[src/rtl/seg_scan_if.sv]
// Digit-source / scan-controller bus for seg_scan_mux.
// The source (master) drives load, digits and lz_en; the scanner (slave) drives the display outputs.
interface seg_scan_if #(
    parameter int unsigned NDIGITS = 4
) ();
    logic                 load;
    logic [5*NDIGITS-1:0] digits_in;
    logic                 lz_en;
    logic [4:0]           code;
    logic [NDIGITS-1:0]   an_n;
    logic                 frame_tick;

    modport master (
        output load,
        output digits_in,
        output lz_en,
        input  code,
        input  an_n,
        input  frame_tick
    );

    modport slave (
        input  load,
        input  digits_in,
        input  lz_en,
        output code,
        output an_n,
        output frame_tick
    );
endinterface

[src/rtl/seg_scan_mux.sv]
// Time-multiplexed scan controller for a common-anode 7-segment display.
// Digit data is double-buffered and swapped only at frame boundaries.
module seg_scan_mux #(
    parameter int unsigned NDIGITS   = 4,
    parameter int unsigned DIV       = 1000,
    parameter int unsigned BLANK_CYC = 2
) (
    input  logic      clk,
    input  logic      rst_n,
    seg_scan_if.slave bus
);
    localparam int unsigned CODE_W = 5;
    localparam int unsigned DIV_W  = (DIV > 1) ? $clog2(DIV) : 1;
    localparam int unsigned IDX_W  = $clog2(NDIGITS);

    typedef logic [NDIGITS-1:0][CODE_W-1:0] digits_t;

    logic [DIV_W-1:0]   r_div_cnt;
    logic [DIV_W-1:0]   w_div_nxt;
    logic [IDX_W-1:0]   r_idx;
    logic [IDX_W-1:0]   w_idx_nxt;
    digits_t            r_pend;
    digits_t            w_pend_nxt;
    logic               r_pend_vld;
    logic               w_pend_vld_nxt;
    digits_t            r_digits_q;
    digits_t            w_digits_nxt;
    digits_t            w_digits_in;
    logic [CODE_W-1:0]  r_code;
    logic [CODE_W-1:0]  w_code_nxt;
    logic [NDIGITS-1:0] r_an_n;
    logic [NDIGITS-1:0] w_an_n_nxt;
    logic               r_frame_tick;
    logic               w_slot_end;
    logic               w_frame_end;
    logic               w_blank;
    logic               w_suppress;

    assign w_digits_in = bus.digits_in;
    assign w_slot_end  = (r_div_cnt == DIV_W'(DIV - 1));
    assign w_frame_end = w_slot_end && (r_idx == IDX_W'(NDIGITS - 1));

    // Slot/digit counters and the double buffer; a load on the boundary bypasses pend.
    always_comb begin
        w_div_nxt      = r_div_cnt + DIV_W'(1);
        w_idx_nxt      = r_idx;
        w_pend_nxt     = r_pend;
        w_pend_vld_nxt = r_pend_vld;
        w_digits_nxt   = r_digits_q;
        if (w_slot_end) begin
            w_div_nxt = '0;
            w_idx_nxt = w_frame_end ? '0 : r_idx + IDX_W'(1);
        end
        if (bus.load) begin
            w_pend_nxt = w_digits_in;
        end
        if (w_frame_end) begin
            w_pend_vld_nxt = 1'b0;
            if (bus.load) begin
                w_digits_nxt = w_digits_in;
            end else if (r_pend_vld) begin
                w_digits_nxt = r_pend;
            end
        end else if (bus.load) begin
            w_pend_vld_nxt = 1'b1;
        end
    end

    // Digit k>=1 is blanked when it and every more-significant digit are zero.
    always_comb begin
        logic all_zero;
        all_zero   = 1'b1;
        w_suppress = 1'b0;
        for (int k = int'(NDIGITS) - 1; k >= 1; k--) begin
            all_zero = all_zero && (w_digits_nxt[k] == '0);
            if (IDX_W'(k) == w_idx_nxt) begin
                w_suppress = all_zero;
            end
        end
        w_suppress = w_suppress && bus.lz_en;
    end

    generate
        if (BLANK_CYC == 0) begin : g_no_blank
            assign w_blank = 1'b0;
        end else begin : g_blank
            assign w_blank = (w_div_nxt < DIV_W'(BLANK_CYC));
        end
    endgenerate

    // Outputs are computed from next-cycle state so they line up with the counters.
    always_comb begin
        w_code_nxt = w_digits_nxt[w_idx_nxt];
        w_an_n_nxt = '1;
        if (!w_blank && !w_suppress) begin
            w_an_n_nxt[w_idx_nxt] = 1'b0;
        end
    end

    always_ff @(posedge clk or negedge rst_n) begin
        if (!rst_n) begin
            r_div_cnt    <= '0;
            r_idx        <= '0;
            r_pend       <= '0;
            r_pend_vld   <= 1'b0;
            r_digits_q   <= '0;
            r_code       <= '0;
            r_an_n       <= '1;
            r_frame_tick <= 1'b0;
        end else begin
            r_div_cnt    <= w_div_nxt;
            r_idx        <= w_idx_nxt;
            r_pend       <= w_pend_nxt;
            r_pend_vld   <= w_pend_vld_nxt;
            r_digits_q   <= w_digits_nxt;
            r_code       <= w_code_nxt;
            r_an_n       <= w_an_n_nxt;
            r_frame_tick <= w_frame_end;
        end
    end

    assign bus.code       = r_code;
    assign bus.an_n       = r_an_n;
    assign bus.frame_tick = r_frame_tick;
endmodule

[src/flat_wrapper.sv]
// flat-port wrapper written by rule: the top's interface ports become plain ports
module seg_scan_mux_flat 
#(
    parameter int unsigned NDIGITS   = 4,
    parameter int unsigned DIV       = 1000,
    parameter int unsigned BLANK_CYC = 2
)
  (clk, rst_n, bus_load, bus_digits_in, bus_lz_en, bus_code, bus_an_n, bus_frame_tick);
  seg_scan_if #(.NDIGITS(NDIGITS)) bus_i ();
  input  logic clk;
  input  logic rst_n;
  input wire logic [$bits(bus_i.load)-1:0] bus_load;
  input wire logic [$bits(bus_i.digits_in)-1:0] bus_digits_in;
  input wire logic [$bits(bus_i.lz_en)-1:0] bus_lz_en;
  output wire logic [$bits(bus_i.code)-1:0] bus_code;
  output wire logic [$bits(bus_i.an_n)-1:0] bus_an_n;
  output wire logic [$bits(bus_i.frame_tick)-1:0] bus_frame_tick;
  assign bus_i.load = bus_load;
  assign bus_i.digits_in = bus_digits_in;
  assign bus_i.lz_en = bus_lz_en;
  assign bus_code = bus_i.code;
  assign bus_an_n = bus_i.an_n;
  assign bus_frame_tick = bus_i.frame_tick;
  seg_scan_mux #(.NDIGITS(NDIGITS), .DIV(DIV), .BLANK_CYC(BLANK_CYC)) u_core (.clk(clk), .rst_n(rst_n), .bus(bus_i));
endmodule
[config.mk]
export PLATFORM = sky130hd
export DESIGN_NAME = seg_scan_mux_flat
export DESIGN_NICKNAME = d
export VERILOG_FILES = /design/src/rtl/seg_scan_if.sv /design/src/rtl/seg_scan_mux.sv /design/src/flat_wrapper.sv
export SDC_FILE = /design/constraint.sdc
export NUM_CORES = 1
export LEC_CHECK = 0
export ABC_AREA = 1
export CAP_MARGIN = 20
export CORE_MARGIN = 2
export CORE_UTILIZATION = 60
export CTS_CLUSTER_DIAMETER = 150
export DETAILED_ROUTE_END_ITERATION = 8
export GPL_TIMING_DRIVEN = 0
export PLACE_DENSITY_LB_ADDON = 0.2
export SLEW_MARGIN = 40
export SYNTH_ARGS = -nofsm -noshare
export SYNTH_HDL_FRONTEND = slang
export SYNTH_SLANG_ARGS = --single-unit
[constraint.sdc]
create_clock -name clk -period 5.5 [get_ports clk]
set_clock_uncertainty 0.15 [all_clocks]
set_input_delay 1.1 -clock clk [delete_from_list [all_inputs] [get_ports clk]]
set_output_delay 1.1 -clock clk [all_outputs]
set_load 0.005 [all_outputs]
Word-level counts from Yosys, hierarchy flattened. Cells that the tools add are included.

Bits of input ports: 24. Flip-flop bits (word level): 63. Word-level logic and storage cells: 53. Output and inout bits: 10.

$lt $le $gt $ge: 3. Muxes and demuxes: 16. Reductions and logical operators: 12. Equal/unequal tests: 5. $add $sub $neg: 2. Bitwise logic cells: 1.

Operators with widths (count): $mux W20 (3); $logic_not A5 Y1 (3); $add A10 B1 Y10 const B (1); $bmux W5 S2 (1); $eq A10 B10 Y1 const B (1); $lt A10 B2 Y1 const B (1); $mux W10 (1); $logic_and A1 B1 Y1 (6); $mux W1 (6); $mux W5 (1); $eq A2 B2 Y1 const A (2); $mux W2 (2); $mux W4 (1); $not A4 Y4 (1); $lt A2 B3 Y1 const B (1); $add A2 B1 Y2 const B (1); $demux W1 S2 (1); $eq A1 B2 Y1 const A (1); $eq A2 B2 Y1 const B (1); $ge A2 B1 Y1 const B (1); $logic_not A1 Y1 (2); $reduce_bool A2 Y1 (1).

Logic depth before layout (Yosys ltp). Gate-level depths: netlist (run 1).

Depth in word-level cells: 12. Mapped depth: 13. Mapped depth without buffers: 12.

Worst setup path before layout (run 1). No wires, ideal clock.

Path kind: input to register. Start point: input bus_load. End point: register u_core.r_an_n[1] (netlist: u_core.bus.an_n[1]). Setup time: 91 ps. Data required time: 5259 ps. Path buffers: 1. Arrival: 2059 ps. Stages on the path: 11. Slack: 3201 ps. Cell sequence: inv_2 clkbuf_1 o21ai_0 o21ai_0 nand2_1 nand2_1 nor2_1 nand3_1 nand2_1 nand3_2 nand3_1.

RTL lines: start, declared (line flat_wrapper.sv:12) `input wire logic [$bits(bus_i.load)-1:0] bus_load;`; end signal, assigned (line seg_scan_mux.sv:117) `r_an_n <= w_an_n_nxt;`; end, declared (line seg_scan_mux.sv:31) `logic [NDIGITS-1:0] r_an_n;`.

==> metrics.md, run 1 <==
| Metric | Value |
|---|---|
| WHS | 0.3138 ns |
| Crit path capture type | flop |
| Hold Fails Final Rpt | 0 |
| Io pins | 34 |
| Antenna-violating nets left | 0 |
| Vias in the first global route | 2476 |
| Iteration-0 DRC Markers | 288 |
| I/O Buffers | 33 |
| TritonCTS clock tree | built |
| Routed wire length | 6.903 mm |
| Clock-pin slew on the worst setup and hold paths | 0.06 ns |
| Final Setup Violations | 0 |
| Clk Latency, worst-skew pair | 0.34 ns |
| Share of cells above drive strength 1 | 0.1238 |
| # DRC | 0 |
| Mapped Avg Cell Area | 8.227 um^2 |
| Pin count of the biggest net entering global routing | 34 |
| Vias | 2604 |
| GRT overflow | 0 |
| Kind of critical path | input port to flop |
| Synth Register Bits | 63 |
| Least-Margin Pin Slew | 0.5109 ns |
| Root buffer cell | clkbuf_8 |
| Initial core utilization | 0.6319 |
| CP arrival | 3.06 ns |
| Syn-to-layout area delta | 20.92% |
| Syn Nets | 396 |
| Via-per-instance ratio | 5.347 |
| Die Y | 75.23 um |
| Status | completed |
| Post-CTS Setup Bufs | 0 |
| Core box area | 4817 um^2 |
| Post-DP HPWL | 4.802 mm |
| Longest Clk Path Bufs | 2 |
| Worst Hold Class | flop to flop |
| Count of pins over their slew limit | 0 |
| Commonest non-fill, non-tap cell in the layout | nand2_1 |
| Fmax | 0.3372 GHz |
| Synth Warn # | 0 |
| Post-Syn Area | 3044 um^2 |
| Post-route cell area | 3681 um^2 |
| Tcrit/Tclk final | 0.5393 |
| GP Congestion | 0.8070 |
| Pre-CTS setup slack | 2.285 ns |
| H-tree depth | 3 |
| Drt wl/cell | 14.17 um |
| Cells after synthesis | 370 |
| Global Route Usage Sum | 0.2741 |
| Clock sink count | 63 |
| Post-Place Cell Area | 3476 um^2 |
| Core Rows | 25 |
| Sum Neg Setup Slack | 0 ns |
| Cts bufs inserted | 9 |
| Cts repair resizes | 0 |
| Pre-Repair DR Iteration Count | 5 |
| Fin crit period | 2.966 ns |
| CP startpoint kind | input port |
| Max_cap viols | 0 |
| RSZ-0062 raised after global routing | no |
| Most frequent cells in the layout | nand2_1, dfrtp_1, inv_1, clkdlybuf4s50_1, nor2_1 |
| Worst EP required | 5.59 ns |
| # hold bufs at CTS | 0 |
| Antenna diode count | 0 |
| Worst-path fanout max | 10 |
| Yosys cell types | 36 |
| Rel. slew slack | 0.6594 |
| Leakage power | 1.866 nW |
| Layout Utilization | 0.7642 |
| Full die area | 5660 um^2 |
| Sequential fraction of the synthesis area | 0.5195 |
| Peak supply drop | 0.1852 mV |
| First-pass GRT wire length | 11.43 mm |
| Die Width | 75.23 um |
| Net count, final | 441 |
| Final worst setup slack | 2.534 ns |
| Initial antenna violation count | 0 |
| Cell Pwr Density | 270.2 nW/um^2 |
## cell families (layout without fill, tap and decap cells)
family	Yosys count	in the layout	share of synthesized area
buffers and inverters	48	98	0.06946
AOI/OAI and AO/OA	43	43	0.09330
DFF	63	63	0.5195
adders and majority gates	2	2	0.008219
and+or+nand+nor	214	214	0.3095
## sequential cells by signal, summed over array words and instances, names as in the netlist
register	flops
u_core.r_digits_q	20
u_core.r_pend	20
u_core.r_div_cnt	10
u_core.bus.code	5
u_core.bus.an_n	4
u_core.r_idx	2
u_core.bus.frame_tick	1
u_core.r_pend_vld	1
## layout make-up
| class | count | area (um^2) |
|---|---|---|
| Buffer | 11 | 71.32 |
| Tap cell | 67 | 83.83 |
| Multi-Input combinational cell | 259 | 1251 |
| Clock buffer | 12 | 135.1 |
| Sequential cell | 63 | 1582 |
| Inverter | 37 | 140.1 |
| Fill cell | 373 | 1136 |
| Clock inverter | 4 | 70.07 |
| Timing Repair Buffer | 34 | 347.8 |
## path summary, 6_finish.rpt
path	from	cells after the start	slack (ns)	endpoint
hold reg to reg	u_core.r_pend[19]	2	0.31	u_core.r_pend[19]
setup / recovery	bus_load	10	2.53	u_core.bus.an_n[1]
max in group asynchronous	rst_n	2	4.15	u_core.r_digits_q[13]
hold / removal	u_core.r_pend[19]	2	0.31	u_core.r_pend[19]
setup reg to reg	u_core.r_div_cnt[0]	12	3.23	u_core.bus.an_n[1]
min in group asynchronous	rst_n	1	0.53	u_core.r_div_cnt[5]
## synth_stat cells
cell | count | area share
o21bai_1 | 1 | 0.0025
buf_4 | 1 | 0.0025
a21oi_1 | 2 | 0.0033
nand3_2 | 2 | 0.0066
dfrtp_1 | 59 | 0.48
buf_2 | 3 | 0.0049
nand2_2 | 5 | 0.010
dfstp_2 | 4 | 0.035
clkinv_2 | 1 | 0.0016
nor2_2 | 2 | 0.0041
nand4_1 | 3 | 0.0062
clkbuf_1 | 3 | 0.0037
a31o_2 | 1 | 0.0029
o21ai_1 | 9 | 0.015
ha_1 | 2 | 0.0082
nand2_1 | 143 | 0.18
buf_1 | 1 | 0.0012
buf_6 | 3 | 0.011
o21ai_2 | 1 | 0.0029
o21ai_0 | 9 | 0.015
or2_2 | 2 | 0.0041
nand4_4 | 1 | 0.0070
inv_2 | 4 | 0.0049
nor3_1 | 2 | 0.0033
a22oi_1 | 4 | 0.0099
nor2_1 | 27 | 0.033
nand3b_1 | 1 | 0.0025
o211ai_2 | 1 | 0.0041
a21boi_0 | 8 | 0.020
o21a_1 | 2 | 0.0049
a31oi_1 | 4 | 0.0082
inv_1 | 32 | 0.039
nor2_4 | 4 | 0.015
nand3_1 | 21 | 0.035
o21ai_4 | 1 | 0.0053
nor2_8 | 1 | 0.0066
## through the flow
step / power [mW] / instances
5_1_grt: 1.032 / 487
4_1_cts: 0.9976 / 487
6_report: 0.9948 / 487
2_1_floorplan: 0.5308 / 370
3_5_place_dp: 0.5732 / 471
3_3_place_gp: 0.5697 / 470
## worst max-delay path, stage by stage
cell,delay [ns]
clkdlybuf4s50_1,0.49
inv_2,0.13
clkbuf_1,0.38
a21boi_0,0.16
o21ai_1,0.35
nor2_1,0.10
nand2_1,0.11
nor2_2,0.05
nand3_2,0.10
nand3_1,0.09
## where the power goes
part,leakage (nW),switching (mW),internal [mW]
combinational,1.04,0.0407,0.0356
sequential,0.726,0.00732,0.482
clock,0.104,0.175,0.254
total,1.87,0.223,0.772
## routing by layer
metal	GRT usage	up-vias	wire [um]
met5	0	-	0
met2	0.4357	97	3338
met1	0.3721	1231	3069
met4	0.1209	0	119
li1	-	1262	-
met3	0.04819	14	376
Power figures use the tool's default switching activity.
==> inputs of run 2 (changes only) <==
CORE_UTILIZATION = 56   (was 60)
clock period = 3 ns   (was 5.5 ns; I/O delays follow)
==> run 2 against run 1 <==
Effect of this change:
- cell count grew 0.82%
- die area grew 6.8%
- wire length shrank 5.2%
- setup slack lost 1.9 ns
- first-iteration DRC count shrank 49%
- combinational power grew 85%
- highest routed layer unchanged
- global-route usage shrank 3.0 points
- design area grew 0.24%
- sequential cell count is the same
- clock-buffer cell count is the same
==> metrics.md, run 2 (synthesized netlist as in run 1, its figures left out) <==
| Metric | Value |
|---|---|
| Status | completed |
| Root buffer cell | clkbuf_8 |
| First-pass GRT wire length | 11.28 mm (-1.3%) |
| Storage cell area | 1582 um^2 (unchanged) |
| Peak supply drop | 0.3283 mV (+77%) |
| Layout Utilization | 0.7134 (-0.05080) |
| GRT overflow | 0 (unchanged) |
| M3 GR Usage | 0.07326 (+0.02506) |
| Pre-Repair DR Iteration Count | 5 (unchanged) |
| Most frequent cells in the layout | nand2_1, dfrtp_1, inv_1, clkdlybuf4s50_1, nor2_1 |
| CP arrival | 2.45 ns (-0.61 ns) |
| Cell Pwr Density | 476.1 nW/um^2 (+76%) |
| Leakage power | 1.866 nW (about the same) |
| Via-per-instance ratio | 5.147 (-3.7%) |
| Fillcell total | 387 (+3.8%) |
| Clk Latency, worst-skew pair | 0.34 ns (about the same) |
| Die Y | 77.73 um (+3.3%) |
| Critical path, cell by cell | clkdlybuf4s50_1 -> inv_2 -> clkbuf_1 -> o21ai_0 -> o21ai_0 -> nand2_1 -> nand2_1 -> nor2_1 -> nand3_1 -> nand2_1 -> nand3_2 -> nand3_1 |
| Post-CTS Setup Bufs | 0 (unchanged) |
| I/O Buffers | 33 (unchanged) |
| Full die area | 6042 um^2 (+6.8%) |
| Kind of critical path | input port to flop |
| Global-route track usage on met2 | 0.3871 (-0.04860) |
| Initial core utilization | 0.5885 (-0.04341) |
| Core Rows | 26 (+4.0%) |
| Antenna diode count | 0 (unchanged) |
| GP Congestion | 0.8422 (+4.4%) |
| Flop pwr share | 0.510 (+0.018) |
| Max_cap viols | 0 (unchanged) |
| # DRC | 0 (unchanged) |
| Pin count of the biggest net entering global routing | 45 (+32%) |
| Worst-path fanout max | 10 (unchanged) |
| Count of pins over their slew limit | 0 (unchanged) |
| Net count, final | 442 (+0.23%) |
| Post-DP HPWL | 4.674 mm (-2.7%) |
| Total chip power | 1.757 mW (+77%) |
| Worst EP required | 3.11 ns (-2.48 ns) |
| Drt wl/cell | 13.33 um (-6.0%) |
| Longest Clk Path Bufs | 2 (unchanged) |
| Most frequent CP cell | nand2_1 |
| Sum Neg Setup Slack | 0 ns (unchanged) |
| Core box area | 5172 um^2 (+7.4%) |
| Clock sink count | 63 (unchanged) |
| CP startpoint kind | input port |
| RSZ-0062 raised after global routing | no |
| Worst Hold Class | flop to flop |
| Cts repair resizes | 0 (unchanged) |
| Clk pwr share | 0.410 (-0.022) |
| Global Route Usage Sum | 0.2441 (-0.03000) |
| Initial antenna violation count | 0 (unchanged) |
| Clock-pin slew on the worst setup and hold paths | 0.06 ns (about the same) |
| Syn-to-layout area delta | 21.21% |
| Fin crit period | 2.343 ns |
| Max incr delay on CP | 0.47 ns (-0.02 ns) |
| Rel. slew slack | 0.6540 (-0.005364) |
| Switching part of the total | 0.2291 (+0.004677) |
| Buf/Inv on CP | 3 (unchanged) |
| H-tree depth | 3 (unchanged) |
| WHS | 0.3117 ns (-0.002123 ns) |
| Finished Layout Cells | 491 (+0.82%) |
| Internal power | 1.354 mW (+76%) |
| Biggest regs | u_core.r_digits_q (20), u_core.r_pend (20), u_core.r_div_cnt (10) |
| Commonest non-fill, non-tap cell in the layout | nand2_1 |
| Vias | 2527 (-3.0%) |
| Multi-input gate area in the final layout | 1251 um^2 (unchanged) |
| Io pins | 34 (unchanged) |
| M1 GR Usage | 0.3137 (-0.05847) |
| Hold Fails Final Rpt | 0 (unchanged) |
| Final Setup Violations | 0 (unchanged) |
| Post-Place Cells | 474 (+0.64%) |
| Routed wire length | 6.545 mm (-5.2%) |
| Cts bufs inserted | 9 (unchanged) |
| Share of cells above drive strength 1 | 0.1259 (+0.002081) |
| TritonCTS clock tree | built |
| Iteration-0 DRC Markers | 146 (-49%) |
| Fmax | 0.4268 GHz |
| Antenna-violating nets left | 0 (unchanged) |
| Tcrit/Tclk final | 0.7811 |
| Vias in the first global route | 2464 (-0.48%) |
| Combinational share of power | 0.080 (+0.003) |
| Crit path capture type | flop |
| Least-Margin Pin Slew | 0.5190 ns (+0.008046 ns) |
| P_sw | 402.4 uW (+80%) |
| Global route hottest layer | met2 |
| Die Width | 77.73 um (+3.3%) |
| CP delay by family, top | buffers and inverters |
| Slowest CP cell | clkdlybuf4s50_1 |
run 2: cell count changes in the layout (fill, tap and decap cells not counted), sizes merged:
| cell | delta |
|---|---|
| dlygate4sd3 | +1 |
| bufinv | -1 |
| clkinvlp | +1 |
run 2: final timing paths:
path                                      from             endpoint  slack [ns]  cells past startpoint
setup / recovery                      bus_load   u_core.bus.an_n[2]        0.66                     12
hold / removal               u_core.r_pend[19]    u_core.r_pend[19]        0.31                      2
setup reg to reg           u_core.r_div_cnt[0]   u_core.bus.code[4]        0.81                     11
hold reg to reg              u_core.r_pend[19]    u_core.r_pend[19]        0.31                      2
max in group asynchronous                rst_n   u_core.bus.an_n[3]        1.63                      3
min in group asynchronous                rst_n  u_core.r_div_cnt[5]        0.53                      2
run 2: layer usage:
layer	share of wire	vias to the layer above
met5	0	-
li1	-	1266
met3	0.063	9
met1	0.43	1164
met4	0.018	0
met2	0.48	88
run 2: per-stage QoR:
stage	setup WS, ns	area, um^2
after floorplan	1.187	3044
after global placement	-0.8594	3462
after detailed placement	0.3357	3487
after CTS	0.6847	3690
after global routing	0.4457	3690
final	0.6567	3690
run 2: power by group through the flow:
stage               clock network, mW  registers (mW)  logic (mW)
detailed placement                  0           0.911       0.143
global route                    0.776           0.898       0.162
CTS                             0.737           0.895       0.144
global placement                    0           0.910       0.134
floorplan                           0           0.909      0.0644
finish                          0.720           0.896       0.141
run 2: layout make-up:
cell class	count	area share
inverter	37	0.03798
buffer	11	0.01933
timing repair buffer	35	0.09902
clock inverter	4	0.01289
clock buffer	12	0.03934
multi-input combinational	259	0.3391
tap	70	0.02374
sequential	63	0.4286
run 2: worst register-to-register path, cell delays in order, from the launching register on:
cell and delay (ns):
dfrtp_1 0.45, ha_1 0.22, nand2_2 0.08, clkinv_2 0.10, nand4_4 0.19, nor2_1 0.21
buf_4 0.20, nand3_1 0.08, o21ai_0 0.11, a21oi_1 0.10, nand2_1 0.08, nand3_1 0.09
run 2: repair_timing:
| item | in CTS | in global routing |
|---|---|---|
| hold endpoints to repair | 19 | 0 |
| hold buffers | 1 | 0 |
| endpoints found under the setup margin | 0 | 0 |
==> inputs of run 3 (changes only) <==
clock period = 2.45 ns   (was 3 ns; I/O delays follow)
==> results of run 3 <==
Same layout as run 2 (identical final DEF). Status: completed.
Among the figures that moved: setup slack after placement 0.3357 ns -> -0.1043 ns; setup slack after layout 0.6567 ns -> 0.2167 ns; register-to-register setup slack 0.81 ns -> 0.26 ns; total power 1.757 mW -> 2.151 mW; worst IR drop on VDD 0.3283 mV -> 0.4020 mV
